**src/rtl/jogo_pkg.sv**
```systemverilog
// jogo_pkg: FSM state type, screen/object dimensions and score helper shared by the
// collision detector and the obstacle generator.
package jogo_pkg;

   typedef enum logic [1:0] {JOGANDO, INVULNERAVEL, FIM_JOGO, REINICIO} estado_t;

   localparam int TELA_LARGURA = 640;
   localparam int TELA_ALTURA  = 480;
   localparam int CAR_LARG_PAD = 40;
   localparam int CAR_ALT_PAD  = 60;
   localparam int OBS_LARG_PAD = 50;
   localparam int OBS_ALT_PAD  = 50;
   localparam int VIDAS_MAX    = 3;

   function automatic logic [15:0] soma_sat(input logic [15:0] a, input logic [1:0] b);
      logic [16:0] s;
      s = {1'b0, a} + 17'(b);
      return s[16] ? 16'hFFFF : s[15:0];
   endfunction

endpackage

```
**src/rtl/detector_colisao_if.sv**
```systemverilog
// detector_colisao_if: positions/button in, game status out.
interface detector_colisao_if;
   logic        frame_tick;
   logic [9:0]  car_h_pos;
   logic [8:0]  car_v_pos;
   logic [9:0]  obs1_h_pos;
   logic [8:0]  obs1_v_pos;
   logic [9:0]  obs2_h_pos;
   logic [8:0]  obs2_v_pos;
   logic        btn_start;
   logic        reset_game;
   logic        game_over;
   logic [1:0]  lives;
   logic        hit_flash;
   logic [15:0] score;

   modport slave (
      input  frame_tick, car_h_pos, car_v_pos, obs1_h_pos, obs1_v_pos,
             obs2_h_pos, obs2_v_pos, btn_start,
      output reset_game, game_over, lives, hit_flash, score
   );

   modport master (
      output frame_tick, car_h_pos, car_v_pos, obs1_h_pos, obs1_v_pos,
             obs2_h_pos, obs2_v_pos, btn_start,
      input  reset_game, game_over, lives, hit_flash, score
   );
endinterface

```
**src/rtl/caixa_sobreposicao.sv**
```systemverilog
// caixa_sobreposicao: strict axis-aligned box overlap; shared edges do not count.
module caixa_sobreposicao #(
   parameter int A_LARG = 40,
   parameter int A_ALT  = 60,
   parameter int B_LARG = 50,
   parameter int B_ALT  = 50
) (
   input  logic [9:0] a_h_i,
   input  logic [8:0] a_v_i,
   input  logic [9:0] b_h_i,
   input  logic [8:0] b_v_i,
   output logic       sobrepoe_o
);
   // 11-bit so right/bottom edges near the screen limit cannot wrap
   assign sobrepoe_o = (11'(a_h_i) < 11'(b_h_i) + 11'(B_LARG)) &&
                       (11'(b_h_i) < 11'(a_h_i) + 11'(A_LARG)) &&
                       (11'(a_v_i) < 11'(b_v_i) + 11'(B_ALT))  &&
                       (11'(b_v_i) < 11'(a_v_i) + 11'(A_ALT));
endmodule

```
**src/rtl/detector_colisao.sv**
```systemverilog
// detector_colisao: car/obstacle collision, lives and invulnerability FSM with restart.
// Define PLACAR_EN to build the obstacle-wrap score counter; otherwise score is 0.
module detector_colisao
   import jogo_pkg::*;
#(
   parameter int CAR_LARGURA  = CAR_LARG_PAD,
   parameter int CAR_ALTURA   = CAR_ALT_PAD,
   parameter int OBS_LARGURA  = OBS_LARG_PAD,
   parameter int OBS_ALTURA   = OBS_ALT_PAD,
   parameter int VIDAS_INI    = VIDAS_MAX,
   parameter int INVUL_FRAMES = 60
) (
   input logic                iVGA_CLK,
   input logic                iRST,
   detector_colisao_if.slave  bus
);
   localparam int CW = $clog2(INVUL_FRAMES + 2);

   estado_t       estado_q;
   logic [1:0]    vidas_q;
   logic [CW-1:0] cont_q;
   logic          game_over_q, reset_game_q, hit_flash_q, btn_q;
   logic          sob1, sob2, hit, reiniciar;

   caixa_sobreposicao #(
      .A_LARG(CAR_LARGURA), .A_ALT(CAR_ALTURA), .B_LARG(OBS_LARGURA), .B_ALT(OBS_ALTURA)
   ) u_obs1 (
      .a_h_i(bus.car_h_pos), .a_v_i(bus.car_v_pos),
      .b_h_i(bus.obs1_h_pos), .b_v_i(bus.obs1_v_pos), .sobrepoe_o(sob1)
   );

   caixa_sobreposicao #(
      .A_LARG(CAR_LARGURA), .A_ALT(CAR_ALTURA), .B_LARG(OBS_LARGURA), .B_ALT(OBS_ALTURA)
   ) u_obs2 (
      .a_h_i(bus.car_h_pos), .a_v_i(bus.car_v_pos),
      .b_h_i(bus.obs2_h_pos), .b_v_i(bus.obs2_v_pos), .sobrepoe_o(sob2)
   );

   assign hit       = bus.frame_tick && (sob1 || sob2);
   assign reiniciar = (estado_q == FIM_JOGO) && bus.btn_start && !btn_q;

   always_ff @(posedge iVGA_CLK or posedge iRST) begin
      if (iRST) begin
         estado_q     <= JOGANDO;
         vidas_q      <= 2'(VIDAS_INI);
         cont_q       <= '0;
         game_over_q  <= 1'b0;
         reset_game_q <= 1'b0;
         hit_flash_q  <= 1'b0;
         btn_q        <= 1'b0;
      end else begin
         btn_q        <= bus.btn_start;
         reset_game_q <= 1'b0;
         case (estado_q)
            JOGANDO:
               if (hit) begin
                  vidas_q <= vidas_q - 2'd1;
                  if (vidas_q == 2'd1) begin
                     estado_q    <= FIM_JOGO;
                     game_over_q <= 1'b1;
                  end else begin
                     estado_q    <= INVULNERAVEL;
                     cont_q      <= CW'(INVUL_FRAMES);
                     hit_flash_q <= 1'b1;
                  end
               end
            INVULNERAVEL:
               if (bus.frame_tick) begin
                  cont_q <= cont_q - CW'(1);
                  if (cont_q <= CW'(1)) begin
                     estado_q    <= JOGANDO;
                     hit_flash_q <= 1'b0;
                  end
               end
            FIM_JOGO:
               if (reiniciar) begin
                  estado_q     <= REINICIO;
                  reset_game_q <= 1'b1;
                  vidas_q      <= 2'(VIDAS_INI);
                  game_over_q  <= 1'b0;
               end
            default: estado_q <= JOGANDO;
         endcase
      end
   end

   assign bus.reset_game = reset_game_q;
   assign bus.game_over  = game_over_q;
   assign bus.lives      = vidas_q;
   assign bus.hit_flash  = hit_flash_q;

`ifdef PLACAR_EN
   logic [8:0]  prev1_q, prev2_q;
   logic [15:0] score_q, score_d;
   logic [1:0]  voltas;

   // an obstacle wrapped when it reappears above its last sampled line
   assign voltas  = 2'(bus.obs1_v_pos < prev1_q) + 2'(bus.obs2_v_pos < prev2_q);
   assign score_d = soma_sat(score_q, voltas);

   always_ff @(posedge iVGA_CLK or posedge iRST) begin
      if (iRST) begin
         prev1_q <= '0;
         prev2_q <= '0;
         score_q <= '0;
      end else begin
         if (reiniciar)
            score_q <= '0;
         else if (bus.frame_tick && (estado_q == JOGANDO || estado_q == INVULNERAVEL))
            score_q <= score_d;
         if (estado_q == REINICIO || bus.frame_tick) begin
            prev1_q <= bus.obs1_v_pos;
            prev2_q <= bus.obs2_v_pos;
         end
      end
   end

   assign bus.score = score_q;
`else
   assign bus.score = '0;
`endif

endmodule
```
**src/flat_wrapper.sv**
```systemverilog
// flat-port wrapper written by rule: the top's interface ports become plain ports
module detector_colisao_flat import jogo_pkg::*;
#(
   parameter int CAR_LARGURA  = CAR_LARG_PAD,
   parameter int CAR_ALTURA   = CAR_ALT_PAD,
   parameter int OBS_LARGURA  = OBS_LARG_PAD,
   parameter int OBS_ALTURA   = OBS_ALT_PAD,
   parameter int VIDAS_INI    = VIDAS_MAX,
   parameter int INVUL_FRAMES = 60
)
  (iVGA_CLK, iRST, bus_frame_tick, bus_car_h_pos, bus_car_v_pos, bus_obs1_h_pos, bus_obs1_v_pos, bus_obs2_h_pos, bus_obs2_v_pos, bus_btn_start, bus_reset_game, bus_game_over, bus_lives, bus_hit_flash, bus_score);
  detector_colisao_if bus_i ();
  input logic iVGA_CLK;
  input logic iRST;
  input wire logic [$bits(bus_i.frame_tick)-1:0] bus_frame_tick;
  input wire logic [$bits(bus_i.car_h_pos)-1:0] bus_car_h_pos;
  input wire logic [$bits(bus_i.car_v_pos)-1:0] bus_car_v_pos;
  input wire logic [$bits(bus_i.obs1_h_pos)-1:0] bus_obs1_h_pos;
  input wire logic [$bits(bus_i.obs1_v_pos)-1:0] bus_obs1_v_pos;
  input wire logic [$bits(bus_i.obs2_h_pos)-1:0] bus_obs2_h_pos;
  input wire logic [$bits(bus_i.obs2_v_pos)-1:0] bus_obs2_v_pos;
  input wire logic [$bits(bus_i.btn_start)-1:0] bus_btn_start;
  output wire logic [$bits(bus_i.reset_game)-1:0] bus_reset_game;
  output wire logic [$bits(bus_i.game_over)-1:0] bus_game_over;
  output wire logic [$bits(bus_i.lives)-1:0] bus_lives;
  output wire logic [$bits(bus_i.hit_flash)-1:0] bus_hit_flash;
  output wire logic [$bits(bus_i.score)-1:0] bus_score;
  assign bus_i.frame_tick = bus_frame_tick;
  assign bus_i.car_h_pos = bus_car_h_pos;
  assign bus_i.car_v_pos = bus_car_v_pos;
  assign bus_i.obs1_h_pos = bus_obs1_h_pos;
  assign bus_i.obs1_v_pos = bus_obs1_v_pos;
  assign bus_i.obs2_h_pos = bus_obs2_h_pos;
  assign bus_i.obs2_v_pos = bus_obs2_v_pos;
  assign bus_i.btn_start = bus_btn_start;
  assign bus_reset_game = bus_i.reset_game;
  assign bus_game_over = bus_i.game_over;
  assign bus_lives = bus_i.lives;
  assign bus_hit_flash = bus_i.hit_flash;
  assign bus_score = bus_i.score;
  detector_colisao #(.CAR_LARGURA(CAR_LARGURA), .CAR_ALTURA(CAR_ALTURA), .OBS_LARGURA(OBS_LARGURA), .OBS_ALTURA(OBS_ALTURA), .VIDAS_INI(VIDAS_INI), .INVUL_FRAMES(INVUL_FRAMES)) u_core (.iVGA_CLK(iVGA_CLK), .iRST(iRST), .bus(bus_i));
endmodule
```
**config.mk**
```make
export PLATFORM = sky130hd
export DESIGN_NAME = detector_colisao_flat
export DESIGN_NICKNAME = d
export VERILOG_FILES = /design/src/rtl/jogo_pkg.sv /design/src/rtl/detector_colisao_if.sv /design/src/rtl/caixa_sobreposicao.sv /design/src/rtl/detector_colisao.sv /design/src/flat_wrapper.sv
export SDC_FILE = /design/constraint.sdc
export NUM_CORES = 1
export LEC_CHECK = 0
export ABC_CLOCK_PERIOD_IN_PS = 1800
export BUFFER_PORTS_ARGS = -buffer_cell sky130_fd_sc_hd__buf_2
export CAP_MARGIN = 15
export CORE_AREA = 2 2 107 109
export DETAILED_ROUTE_END_ITERATION = 12
export DIE_AREA = 0 0 109 111
export GPL_TIMING_DRIVEN = 0
export HOLD_SLACK_MARGIN = 0.12
export PLACE_DENSITY_LB_ADDON = 0.05
export SETUP_SLACK_MARGIN = 0.2
export SLEW_MARGIN = 5
export SYNTH_ARGS = -nofsm -noshare
export SYNTH_HDL_FRONTEND = slang
export SYNTH_HIERARCHICAL = 1
export SYNTH_SLANG_ARGS = --single-unit
```
**constraint.sdc**
```tcl
create_clock -name iVGA_CLK -period 1.8 [get_ports iVGA_CLK]
set_clock_uncertainty 0.15 [all_clocks]
set_input_delay 0.36 -clock iVGA_CLK [delete_from_list [all_inputs] [get_ports iVGA_CLK]]
set_output_delay 0.36 -clock iVGA_CLK [all_outputs]
set_load 0.01 [all_outputs]
```
==> qor.yml, run 1 <==
outcome: "finished, violations left"
violations: "setup timing"
final_util_pct: 37.9
dr.pass1.iters: 4
drc: 0
syn_area_um2: 3230
grt_pass1_wl_um: 13500
antenna_found_initial: 0
cap_violations: 0
grt_pass1_vias: 2885
clock.fmax_mhz: 331
num_vias: 3009
path_cells: "buf_8 -> and3_4 -> or3_4 -> nand3_2 -> xor2_1 -> ha_1 -> a21oi_2 -> nor2b_1 -> o21ai_1 -> o21ai_2 -> nor4b_4 -> buf_4 -> o21ba_4 -> o21ai_4 -> o21bai_4 -> a21o_1"
area_growth_pct: 29.8
finalWirelength_um: 8170
netlist_top_cells_area: "ha_1, dfrtp_1, xor2_1, xnor2_1, a21oi_1"
rrSetupSlack_ps: 0
critical-path-max-stage-delay_ps: 390
drt-vias-per-instance: 4.79
clock_latency_ps: 250
peakVddDrop_v: 0.000439
ant_nets: 0
whs_path_depth: 3
drive_gt1_share_pct: 27.2
hold_path_end: "u_core/estado_q[1]$_DFFE_PP0P_"
fp.dieW_um: 109
ff2ff_path_depth: 6
synthDistinctLibCells: 51
syn_inst: 393
synth_top_cells_by_count: "ha_1, nand2_1, xor2_1, nor2_1, a21oi_1"
worstSetupPathType: "in -> reg"
syn_avg_cell_area_um2: 8.23
cts_max_level: 1
final.setup.worst_slack_ps: -1220
cts_tree: "done"
portBuffers: 65
core_um2: 11100
yosysMostFrequentCell: "ha_1"
fin_nets: 626
hold_class: "in -> reg"
synth-seq-cells: 14
cp-startpoint: "bus_obs2_h_pos[3]"
dieArea_um2: 12100
slew_viol_final: 0
cts.path.max_buffers: 2
grt_overflow: 0
yosysTopAreaCellShare_pct: 30.6
numCtsBuffers: 3
cts.root.buffer_cell: "clkbuf_16"
crit_path_top_delay_cell: "or3_4"
detail_route.wl_per_cell_um: 13.0
grt_max_degree: 15
track_usage_pct: 13.6
dpl.hpwl_um: 6960
clock_sinks: 14
worstPathRequired_ps: 1790
async_flop_share_pct: 100
synth-edff-count: 0
r2r-end: "u_core/bus.hit_flash$_DFFE_PP0P_"
yosysWarnings: 6
crit_path_end_kind: "flip-flop"
diodes: 0
fin_crit_ps: 3020
die_y_um: 111
p_leak_nw: 2.02
fp-row-count: 39
start_util_pct: 29.2
yosysTopAreaCell: "ha_1"
drt_iter0_markers: 77
pin_count: 82
synth_flop_cell: "dfrtp_1"
hold_ws_ps: 297
fin_crit_sh_pct: 168
worst_slew_pin_slew_ps: 565
cp-start-kind: "input pin"
setup_viol: 12
r2r_start: "u_core/bus.lives[1]$_DFFE_PP1P_"
relSlewSlack_pct: 62.3
critical_path_arrival_ps: 3010
gp_congestion: 0.738
clk_pin_slew_ps: 50
hold_violations: 0
power.density_nw_per_um2: 564
hp-start: "bus_frame_tick"
worstPathMaxFanout: 5
rsz0062_at_grt: "yes"
yosysSeqAreaShare_pct: 10.9
stage by stage:
stage	total power, mW	TNS (ps)	instances	worst slack [ps]	cell area [um^2]
3_5_place_dp	1.77	-19110	616	-1700	3830
2_1_floorplan	1.38	-11500	408	-1060	3330
6_report	2.37	-13350	628	-1220	4200
4_1_cts	2.34	-13730	626	-1260	4060
5_1_grt	2.61	-14910	628	-1330	4200
3_3_place_gp	1.75	-19650	616	-1740	3830
cell families (layout without fill, tap and decap cells):
logic type | count (synthesis) | count (layout) | synth area share, %
mux | 1 | 1 | 0.348
flops | 14 | 14 | 10.9
xor+xnor | 50 | 50 | 13.5
other cells | 1 | 16 | 0.116
simple gates | 123 | 123 | 20.3
buf+inv | 40 | 117 | 6.54
fa+ha+maj | 79 | 79 | 30.6
compound gates | 85 | 85 | 17.7
report_power, final:
group          internal [mW]  total [mW]  switching (mW)
registers              0.428       0.533           0.105
clock network          0.337       0.474           0.136
logic                  0.636        1.36           0.725
repair_timing:
action                                  in CTS  in global routing
hold buffers                                 2                  0
pin swaps                                   15                 25
setup buffers                                4                  2
hold endpoints to repair                    13                  0
gates resized for setup                     20                 28
endpoints found under the setup margin      12                 12
area by class of cell:
cell class                      instances  area (um^2)
Buffer                                 17          125
Inverter                               23         86.3
Clock buffer                            4         88.8
Fill cell                            1163         6880
Timing Repair Buffer                   73          442
Tap cell                              143          179
Multi-Input combinational cell        354         2920
Sequential cell                        14          353
metal layers:
layer / track usage (%) / vias up / wire length (um)
met5: 0 / - / 0
met4: 1.54 / 0 / 32
met3: 1.88 / 5 / 371
met2: 23.3 / 61 / 3790
met1: 18.4 / 1355 / 3980
li1: - / 1588 / -
flip-flops by register name, indices dropped and copies added (netlist names):
register and cells:
u_core/btn_q 1, u_core/cont_q 6, u_core/bus.reset_game 1, u_core/bus.hit_flash 1, u_core/estado_q 2, u_core/bus.game_over 1, u_core/bus.lives 2
worst max path at each step:
stage | endpoint | slack, ps | depth (start not counted)
final | u_core/bus.hit_flash$_DFFE_PP0P_ | -1220 | 16
after global routing | u_core/bus.hit_flash$_DFFE_PP0P_ | -1330 | 16
after CTS | u_core/bus.hit_flash$_DFFE_PP0P_ | -1260 | 16
after detailed placement | u_core/cont_q[0]$_DFFE_PP0P_ | -1700 | 15
after global placement | u_core/cont_q[0]$_DFFE_PP0P_ | -1740 | 15
after floorplan | u_core/bus.hit_flash$_DFFE_PP0P_ | -1060 | 14
worst max-delay path: cells and delay by family:
kind	cells	cell delay, ps
buf+inv	2	260
xor+xnor	1	170
simple gates	5	910
fa+ha+maj	1	280
compound gates	7	1030
placed cells by master, fill, tap and decap left out, types with 4 or more instances in the layout:
cell type,netlist,routed
o2111ai_1,7,7
a21oi_2,0,6
nand3_1,11,9
buf_4,16,23
o21ai_0,16,13
xor2_1,27,27
nand2_1,29,29
nand2b_1,14,14
conb_1,1,16
a21oi_1,25,18
dfrtp_1,12,12
buf_2,1,59
xnor2_1,23,23
a21o_1,8,8
nand4_1,11,11
ha_1,79,78
nor2_1,26,25
nor2b_1,6,6
nor3_1,9,4
inv_1,23,23
buf_8,0,4
No activity file was read; power rests on OpenSTA's default activity.
==> run 2: changes to the inputs <==
CORE_AREA = 2 2 105 107   (was 2 2 107 109)
DIE_AREA = 0 0 107 109   (was 0 0 109 111)
SYNTH_HIERARCHICAL = not set   (was 1)
==> run 2 against run 1 <==
The flow still finishes with violations (setup timing). Register-to-register slack worse by 500 ps. Final area up 0.75%. Cell count down 1.8%. First-iteration DRC count up 22%. Sequential power up 3%. Area after synthesis down 4.3%. Wire length up 3.7%. Hold slack better by 2.6 ps. Largest power group unchanged. Highest routed layer unchanged.
==> qor.yml, run 2 <==
outcome: "finished, violations left"  # unchanged
violations: "setup timing"  # unchanged
syn_area_um2: 3090  # was 3230 um^2
yosysWarnings: 0  # was 6
async_flop_share_pct: 100  # unchanged
cp-start-kind: "input pin"  # unchanged
power.density_nw_per_um2: 570  # was 564 nW/um^2
largest_register_ffs: 6  # unchanged
grt_pass1_vias: 3093  # was 2885
drt-vias-per-instance: 4.81  # was 4.79
p_leak_nw: 1.96  # was 2.02 nW
fin_nets: 614  # was 626
setup_viol: 12  # unchanged
fp.dieW_um: 107  # was 109 um
drive_gt1_share_pct: 33.5  # was 27.2%
dr.pass1.iters: 4  # unchanged
crit_path_end_kind: "flip-flop"  # unchanged
fin_setup_tns_ps: -14620  # was -13350 ps
num_vias: 2968  # was 3009
ant_nets: 0  # unchanged
cts_tree: "done"  # unchanged
pre_cts_ws_ps: -1920  # was -1700 ps
worst_slew_pin_slew_ps: 568  # was 565 ps
dieArea_um2: 11700  # was 12100 um^2
diodes: 0  # unchanged
yosysMostFrequentCell: "ha_1"  # unchanged
start_util_pct: 29.2  # about the same
final_util_pct: 39.9  # was 37.9%
relSlewSlack_pct: 62.1  # was 62.3%
syn_inst: 371  # was 393
grt_max_degree: 15  # unchanged
top_register: "u_core.cont_q"  # was u_core/cont_q
final.setup.worst_slack_ps: -1300  # was -1220 ps
clock_sinks: 14  # unchanged
synth_flop_cell: "dfrtp_1"  # unchanged
yosysTopAreaCellShare_pct: 30.3  # was 30.6%
cap_violations: 0  # unchanged
core_um2: 10600  # was 11100 um^2
fp-row-count: 38  # was 39
worstSetupPathType: "in -> reg"  # unchanged
yosysTopAreaCell: "ha_1"  # unchanged
fin_crit_sh_pct: 172  # was 168%
drc: 0  # unchanged
area_growth_pct: 36.7  # was 29.8%
critical_path_arrival_ps: 3130  # was 3010 ps
syn_avg_cell_area_um2: 8.34  # was 8.23 um^2
yosysSeqAreaShare_pct: 11.4  # was 10.9%
clk_pin_slew_ps: 60  # was 50 ps
hold_violations: 0  # unchanged
die_y_um: 109  # was 111 um
drt_iter0_markers: 94  # was 77
track_usage_pct: 14.8  # was 13.6%
cts.path.max_buffers: 2  # unchanged
worstPathMaxFanout: 3  # was 5
grt_overflow: 0  # unchanged
portBuffers: 64  # was 65
fin_crit_ps: 3100  # was 3020 ps
dpl.hpwl_um: 6920  # was 6960 um
layout_commonest_cell: "ha_1"  # unchanged
detail_route.wl_per_cell_um: 13.7  # was 13.0 um
rsz0062_at_grt: "yes"  # unchanged
antenna_found_initial: 0  # unchanged
synth-edff-count: 0  # unchanged
synth_top_cells_by_count: "ha_1, nor2_1, o21ai_0, xnor2_1, inv_1"  # was ha_1, nand2_1, xor2_1, nor2_1, a21oi_1
clock_latency_ps: 250  # about the same
numCtsBuffers: 3  # unchanged
gp_congestion: 0.757  # was 0.738
peakVddDrop_v: 0.000289  # was 0.000439 V
worstPathRequired_ps: 1830  # was 1790 ps
cts_max_level: 1  # unchanged
hold_ws_ps: 300  # was 297 ps
synth-seq-cells: 14  # unchanged
synthDistinctLibCells: 58  # was 51
netlist_top_cells_area: "ha_1, dfrtp_1, xnor2_1, xor2_1, o21ai_0"  # was ha_1, dfrtp_1, xor2_1, xnor2_1, a21oi_1
cts.root.buffer_cell: "clkbuf_8"  # was clkbuf_16
clock.fmax_mhz: 322  # was 331 MHz
hold_class: "in -> reg"  # unchanged
grt_pass1_wl_um: 14200  # was 13500 um
finalWirelength_um: 8470  # was 8170 um
mostFrequentLayoutCells: "ha_1, buf_2, buf_4, nor2_1, xnor2_1"  # was ha_1, buf_2, nand2_1, xor2_1, nor2_1
pin_count: 82  # unchanged
slew_viol_final: 0  # unchanged
[run 2: worst paths after layout]
| path | end | slack, ps | from | depth (start not counted) |
|---|---|---|---|---|
| worst max-delay path | u_core.bus.lives[0]$_DFFE_PP1P_ | -1300 | bus_obs2_v_pos[2] | 13 |
| worst min-delay path | u_core.cont_q[0]$_DFFE_PP0P_ | 300 | bus_frame_tick | 3 |
| worst max register to register | u_core.cont_q[5]$_DFFE_PP0P_ | -500 | u_core.estado_q[0]$_DFFE_PP0P_ | 7 |
| worst min register to register | u_core.bus.game_over$_DFFE_PP0P_ | 370 | u_core.bus.game_over$_DFFE_PP0P_ | 2 |
| max in group asynchronous | u_core.cont_q[4]$_DFFE_PP0P_ | 570 | iRST | 3 |
| min in group asynchronous | u_core.estado_q[0]$_DFFE_PP0P_ | 560 | iRST | 3 |
[run 2: per-layer routing]
layer	vias to the layer above	GRT usage [%]	routed length [um]
met2	59	27.8	4050
met3	2	1.67	340
met1	1335	19.0	4070
li1	1572	-	-
met5	-	0	0
met4	0	0.835	14
[run 2: critical path: stages]
cell      delay [ps]
buf_8            100
ha_4             150
a211o_1          290
nand2_1           90
xor2_1           150
ha_1             260
a211o_1          280
a22oi_2          120
o211ai_1         150
nor4_4           380
a22oi_2          170
or3_4            370
mux2_4           260
[run 2: power breakdown]
group	switching (mW)	internal [mW]
registers	0.0973	0.451
logic	0.797	0.749
clock network	0.120	0.194
total	1.01	1.39
[run 2: area by class of cell]
| type | count | area, um^2 |
|---|---|---|
| clock buffers | 4 | 55.1 |
| flip-flops and latches | 14 | 353 |
| well taps | 140 | 175 |
| repair buffers | 87 | 562 |
| multi-input cells | 335 | 2880 |
| fillers | 1099 | 6370 |
| plain buffers | 18 | 129 |
| inverters | 19 | 71.3 |
[run 2: repair_timing]
action,in CTS,in global routing
endpoints found under the setup margin,12,12
gates resized for setup,46,27
setup buffers,14,6
gates cloned,1,0
pin swaps,29,21
hold buffers,2,0
hold endpoints to repair,13,0
[run 2: kinds of logic (layout without fill, tap and decap cells)]
kind of cell / after synthesis / in the layout / share of synthesized area, %
compound gates: 96 / 96 / 22.1
buf+inv: 37 / 128 / 6.47
fa+ha+maj: 75 / 75 / 30.3
other cells: 1 / 16 / 0.121
flops: 14 / 14 / 11.4
simple gates: 112 / 112 / 19.2
mux: 1 / 1 / 0.485
xor+xnor: 35 / 35 / 9.91
[run 2: metrics by stage]
| stage | power, mW | cell area [um^2] | instances |
|---|---|---|---|
| CTS | 2.33 | 4060 | 611 |
| floorplan | 1.43 | 3180 | 386 |
| finish | 2.41 | 4230 | 617 |
| global placement | 1.82 | 3670 | 590 |
| global route | 2.68 | 4230 | 617 |
| detailed placement | 1.83 | 3670 | 590 |
